<file path="src/rtl/mem_access_ctrl.sv">
// MEM-stage load/store sequencer for a word-only memory port with variable latency.
// Sub-word stores are done as read-modify-write; sub-word loads are lane-selected and extended.

module mac_lane_merge (
  input  logic       sel_i,
  input  logic [7:0] rd_byte_i,
  input  logic [7:0] wr_byte_i,
  output logic [7:0] byte_o
);
  assign byte_o = sel_i ? wr_byte_i : rd_byte_i;
endmodule

module mem_access_ctrl #(
  parameter int WAIT_MAX = 16
) (
  input  logic        clk,
  input  logic        rst_n,
  input  logic        req_valid,
  output logic        req_ready,
  input  logic [2:0]  req_op,
  input  logic [31:0] req_addr,
  input  logic [31:0] req_wdata,
  output logic        done,
  output logic [1:0]  err,
  output logic [31:0] ld_data,
  output logic        mem_req,
  output logic        mem_we,
  output logic [31:0] mem_addr,
  output logic [31:0] mem_wdata,
  input  logic [31:0] mem_rdata,
  input  logic        mem_ready
);
  localparam int NUM_LANES = 4;
  localparam int CW = (WAIT_MAX > 2) ? $clog2(WAIT_MAX) : 1;

  localparam logic [2:0] OP_LW  = 3'b000;
  localparam logic [2:0] OP_LB  = 3'b001;
  localparam logic [2:0] OP_LBU = 3'b010;
  localparam logic [2:0] OP_LH  = 3'b011;
  localparam logic [2:0] OP_LHU = 3'b100;
  localparam logic [2:0] OP_SW  = 3'b101;
  localparam logic [2:0] OP_SB  = 3'b110;
  localparam logic [2:0] OP_SH  = 3'b111;

  localparam logic [1:0] ERR_OK  = 2'b00;
  localparam logic [1:0] ERR_MIS = 2'b01;
  localparam logic [1:0] ERR_TO  = 2'b10;

  typedef enum logic [1:0] {S_IDLE, S_RD, S_WR, S_DONE} state_e;

  typedef struct packed {
    logic [2:0]  op;
    logic [31:0] addr;
    logic [31:0] wdata;
  } req_t;

  state_e         state_q, state_d;
  req_t           req_q, req_d;
  logic [CW-1:0]  cnt_q, cnt_d;
  logic [31:0]    mem_wdata_q, mem_wdata_d;
  logic [1:0]     err_q, err_d;
  logic [31:0]    ld_q, ld_d;

  logic [NUM_LANES-1:0][7:0] rd_lanes, wr_lanes, mrg_lanes;
  logic [NUM_LANES-1:0]      lane_sel;

  function automatic logic misaligned(input logic [2:0] op, input logic [1:0] a);
    case (op)
      OP_LW, OP_SW:         misaligned = (a != 2'b00);
      OP_LH, OP_LHU, OP_SH: misaligned = a[0];
      default:              misaligned = 1'b0;
    endcase
  endfunction

  function automatic logic [31:0] load_ext(input logic [2:0] op, input logic [1:0] a,
                                           input logic [31:0] w);
    logic [7:0]  b;
    logic [15:0] h;
    b = w[{a, 3'b000} +: 8];
    h = a[1] ? w[31:16] : w[15:0];
    case (op)
      OP_LB:   load_ext = {{24{b[7]}}, b};
      OP_LBU:  load_ext = {24'b0, b};
      OP_LH:   load_ext = {{16{h[15]}}, h};
      OP_LHU:  load_ext = {16'b0, h};
      default: load_ext = w;
    endcase
  endfunction

  // Per-lane merge for sb/sh: a lane takes store data when it is covered by the access.
  assign rd_lanes = mem_rdata;
  for (genvar g = 0; g < NUM_LANES; g++) begin : g_lane
    localparam logic [1:0] LANE = 2'(g);
    assign lane_sel[g] = ((req_q.op == OP_SB) && (req_q.addr[1:0] == LANE)) ||
                         ((req_q.op == OP_SH) && (req_q.addr[1] == LANE[1]));
    assign wr_lanes[g] = (req_q.op == OP_SH) ? req_q.wdata[(g % 2) * 8 +: 8]
                                             : req_q.wdata[7:0];
    mac_lane_merge u_merge (
      .sel_i     (lane_sel[g]),
      .rd_byte_i (rd_lanes[g]),
      .wr_byte_i (wr_lanes[g]),
      .byte_o    (mrg_lanes[g])
    );
  end

  always_ff @(posedge clk or negedge rst_n) begin
    if (!rst_n) begin
      state_q     <= S_IDLE;
      req_q       <= '0;
      cnt_q       <= '0;
      mem_wdata_q <= '0;
      err_q       <= ERR_OK;
      ld_q        <= '0;
    end else begin
      state_q     <= state_d;
      req_q       <= req_d;
      cnt_q       <= cnt_d;
      mem_wdata_q <= mem_wdata_d;
      err_q       <= err_d;
      ld_q        <= ld_d;
    end
  end

  always_comb begin
    state_d     = state_q;
    req_d       = req_q;
    cnt_d       = cnt_q;
    mem_wdata_d = mem_wdata_q;
    err_d       = err_q;
    ld_d        = ld_q;
    case (state_q)
      S_IDLE: begin
        if (req_valid) begin
          req_d.op    = req_op;
          req_d.addr  = req_addr;
          req_d.wdata = req_wdata;
          cnt_d       = '0;
          if (misaligned(req_op, req_addr[1:0])) begin
            state_d = S_DONE;
            err_d   = ERR_MIS;
            ld_d    = '0;
          end else if (req_op == OP_SW) begin
            state_d     = S_WR;
            mem_wdata_d = req_wdata;
          end else begin
            state_d = S_RD;
          end
        end
      end
      S_RD: begin
        if (mem_ready) begin
          if (req_q.op == OP_SB || req_q.op == OP_SH) begin
            state_d     = S_WR;
            cnt_d       = '0;
            mem_wdata_d = mrg_lanes;
          end else begin
            state_d = S_DONE;
            err_d   = ERR_OK;
            ld_d    = load_ext(req_q.op, req_q.addr[1:0], mem_rdata);
          end
        end else if (cnt_q == CW'(WAIT_MAX - 1)) begin
          state_d = S_DONE;
          err_d   = ERR_TO;
          ld_d    = '0;
        end else begin
          cnt_d = cnt_q + 1'b1;
        end
      end
      S_WR: begin
        if (mem_ready) begin
          state_d = S_DONE;
          err_d   = ERR_OK;
          ld_d    = '0;
        end else if (cnt_q == CW'(WAIT_MAX - 1)) begin
          state_d = S_DONE;
          err_d   = ERR_TO;
          ld_d    = '0;
        end else begin
          cnt_d = cnt_q + 1'b1;
        end
      end
      default: state_d = S_IDLE;
    endcase
  end

  // Strobes decode straight from state so an async reset drops them at once.
  assign req_ready = (state_q == S_IDLE);
  assign mem_req   = (state_q == S_RD) || (state_q == S_WR);
  assign mem_we    = (state_q == S_WR);
  assign mem_addr  = {req_q.addr[31:2], 2'b00};
  assign mem_wdata = mem_wdata_q;
  assign done      = (state_q == S_DONE);
  assign err       = err_q;
  assign ld_data   = ld_q;

endmodule

</file>
<file path="config.mk">
export PLATFORM = sky130hd
export DESIGN_NAME = mem_access_ctrl
export DESIGN_NICKNAME = d
export VERILOG_FILES = /design/src/rtl/mem_access_ctrl.sv
export SDC_FILE = /design/constraint.sdc
export NUM_CORES = 1
export LEC_CHECK = 0
export CAP_MARGIN = 10
export CORE_ASPECT_RATIO = 0.8
export CORE_MARGIN = 1.5
export CORE_UTILIZATION = 38
export DETAILED_ROUTE_END_ITERATION = 8
export GPL_ROUTABILITY_DRIVEN = 0
export PLACE_DENSITY = 0.69
export SYNTH_ARGS = -nofsm -noshare
export SYNTH_HDL_FRONTEND = slang
export SYNTH_SLANG_ARGS = --single-unit
</file>
<file path="constraint.sdc">
create_clock -name clk -period 2.01 [get_ports clk]
set_input_delay 0.402 -clock clk [delete_from_list [all_inputs] [get_ports clk]]
set_output_delay 0.402 -clock clk [all_outputs]
set_load 0.02 [all_outputs]
</file>
==> results of run 1 <==
==> layer usage <==
metal | track usage, % | vias to the layer above | share of wire, %
met3 | 6.85 | 52 | 8.0
li1 | - | 2989 | -
met1 | 31.4 | 3264 | 43
met5 | 0 | - | 0
met4 | 9.80 | 0 | 2.8
met2 | 39.3 | 328 | 46
==> power by group <==
group / leakage, nW / total (mW) / internal [mW] / switching [mW]
Combinational: 2.73 / 10.4 / 5.14 / 5.24
Sequential: 1.54 / 4.39 / 3.57 / 0.827
Clock: 0.292 / 3.20 / 2.05 / 1.16
Total: 4.56 / 18.0 / 10.8 / 7.22
==> worst register-to-register path, delay by kind of cell, from the launching register on <==
family          cells  cell delay [ps]
buf+inv             2              350
simple gates        3              710
compound gates      2              220
fa+ha+maj           1              190
flops               1              380
==> final timing paths <==
check                      cells after the start  slack [ps]                        end                      start
max in group asynchronous                      3         950      req_q[15]$_DFFE_PN0P_                      rst_n
min reg2reg                                    2         480  mem_wdata[14]$_DFFE_PN0P_  mem_wdata[14]$_DFFE_PN0P_
min                                            2         480  mem_wdata[14]$_DFFE_PN0P_  mem_wdata[14]$_DFFE_PN0P_
min in group asynchronous                      2         510    ld_data[28]$_DFFE_PN0P_                      rst_n
max                                            8          60   mem_wdata[1]$_DFFE_PN0P_                  req_op[2]
max reg2reg                                    8          70  mem_wdata[11]$_DFFE_PN0P_     state_q[1]$_DFFE_PN0P_
==> registers in the layout, summed over array words and instances (netlist names) <==
| register | count |
|---|---|
| cnt_q | 4 |
| state_q | 2 |
| req_q | 21 |
| mem_wdata | 32 |
| ld_data | 32 |
| err | 2 |
| mem_addr | 30 |
==> area by class of cell <==
cell class / count / area (um^2)
fill: 1548 / 7460
multi-input combinational: 476 / 3540
sequential: 123 / 3080
timing repair buffer: 312 / 3040
clock buffer: 22 / 474
tap: 230 / 288
clock inverter: 10 / 140
inverter: 7 / 30.0
==> kinds of logic after synthesis <==
group | count (synthesis) | synth area share, %
AND/OR/NAND/NOR | 184 | 12.2
AO/OA/AOI/OAI | 193 | 20.8
other | 1 | 0.0538
multiplexers | 89 | 14.4
adder cells (fa/ha/maj) | 6 | 1.08
XOR/XNOR | 2 | 0.251
buffers and inverters | 83 | 7.08
flip-flops | 123 | 44.2
==> cell usage after synthesis (8+ instances only) <==
| cell | n |
|---|---|
| a211oi_1 | 9 |
| a21o_1 | 19 |
| a21oi_1 | 24 |
| a221oi_1 | 22 |
| a311oi_1 | 8 |
| buf_2 | 10 |
| buf_4 | 39 |
| clkbuf_1 | 17 |
| dfrtp_1 | 123 |
| mux2_2 | 69 |
| mux2i_1 | 18 |
| nand2_1 | 60 |
| nand2b_1 | 8 |
| nor2_1 | 72 |
| nor3_1 | 10 |
| o21ai_0 | 39 |
| o2bb2ai_1 | 31 |
==> what timing repair did <==
action | CTS | global route
resized for setup | 13 | 34
hold endpoints to repair | 29 | 0
setup buffers | 0 | 1
hold buffers | 1 | 0
endpoints found under the setup margin | 25 | 58
gates cloned | 0 | 4
pin swaps | 0 | 0
==> run summary, run 1 <==
Status -> finished clean
Largest net degree at the start of global routing -> 65
Max Slew Vio Count -> 0
Post-Layout Cell Count -> 1180
Die Width -> 154 um
CP Cell Sequence -> clkdlybuf4s50_1, inv_1, o41ai_4, o2111ai_4, buf_12, clkbuf_16, a211oi_1, a21o_1
CP bufs+invs -> 4
Share of cells above drive strength 1 -> 26.8%
CTS tree -> yes
Initial core utilization -> 38.6%
Min Tclk post-route -> 1950 ps
Final core occ -> 58.7%
Sequential area share after synthesis -> 44.2%
Startpoint Class -> input port
WL/cell -> 20.0 um
Flops & latches, synth -> 123
Worst Setup Path Type -> in2reg
Synth Warn # -> 0
H-tree level count -> 4
1st-iter DRT viols -> 405
Core ar. -> 0.0181 mm^2
Mapped Area -> 0.00697 mm^2
PD cells -> 1700 mW/mm^2
Final Skew -> 7.03 ps
Leading cell type in the layout, fill and taps excluded -> clkdlybuf4s50_1
Worst path slowest cell -> clkdlybuf4s50_1
Final worst slack -> 63.3 ps
First-pass GRT wire length -> 35.5 mm
Cells after Synth -> 681
IO Port Bufs -> 202
Dpl cell area -> 0.00975 mm^2
RSZ-0062 raised after global routing -> yes
HPWL reported at the end of detailed placement -> 17.3 mm
Leakage power -> 4.56 nW
P&R area growth vs syn -> 52.2%
Mean post-synth cell area -> 10.2 um^2
Most frequent cells in the layout -> clkdlybuf4s50_1 (197), dfrtp_1 (118), buf_4 (94)
TritonRoute pass-1 iters -> 5
IO Pins -> 205
Vias in the first global route -> 6652
Critical Path AT -> 2310 ps
Highest Clock Rate -> 514 MHz
Vias per cell -> 5.62
Drt total wl -> 23.6 mm
CP endpoint kind -> register
CP max stage delay -> 500 ps
Grt total ovfl -> 0
Max_cap viols -> 0
Top cells by area, synth -> dfrtp_1 (44%), mux2_2 (11%), buf_4 (4.2%), o2bb2ai_1 (3.9%), nor2_1 (3.9%)
Period utilization -> 96.9%
Nets@finish -> 1046
VDD IR max -> 0.892 mV
N_diodes -> 0
Fin. Hold Viols -> 0
Area share of the largest cell type after synthesis -> 44.2%
Fin area -> 0.0106 mm^2
Ys async rst share -> 100%
Die Y -> 124 um
Dpl ws -> -496 ps
Setup TNS -> 0 ps
Tot GR Track Use -> 24.4%
Initial antenna violation count -> 0
Worst hold-check path type -> reg2reg
CTS Buf Count -> 17
Crit path max fanout -> 8
FP Rows -> 44
DRC viols -> 0
Ys flop type -> dfrtp_1
Leading area contributor after synthesis -> dfrtp_1
Hold_ws -> 480 ps
Final setup violation count -> 0
Clk Latency, worst-skew pair -> 420 ps
Placed insts -> 1142
Via Count -> 6633
Root buf cell -> clkbuf_16
Clk slew on worst S/H paths -> 60 ps
CP delay by family, top -> buffers and inverters
Final ANT Viol Nets -> 0
Clk sink count -> 123
Slew margin rel. -> 64.4%
Overall Power -> 18.0 mW
Die area -> 0.0192 mm^2
Slew of the pin with the lowest slew margin -> 533 ps
EDFF count, synth -> 0
Clock Path Buffers -> 2
Netlist cell types -> 64
Critical path required time -> 2370 ps
No activity file was read; power rests on OpenSTA's default activity.
==> run 2, diff against run 1 <==
Settings changed: TNS_END_PERCENT set to 100.
==> results of run 2 <==
Same layout as run 1: the final DEF is identical, and so are final timing and power.
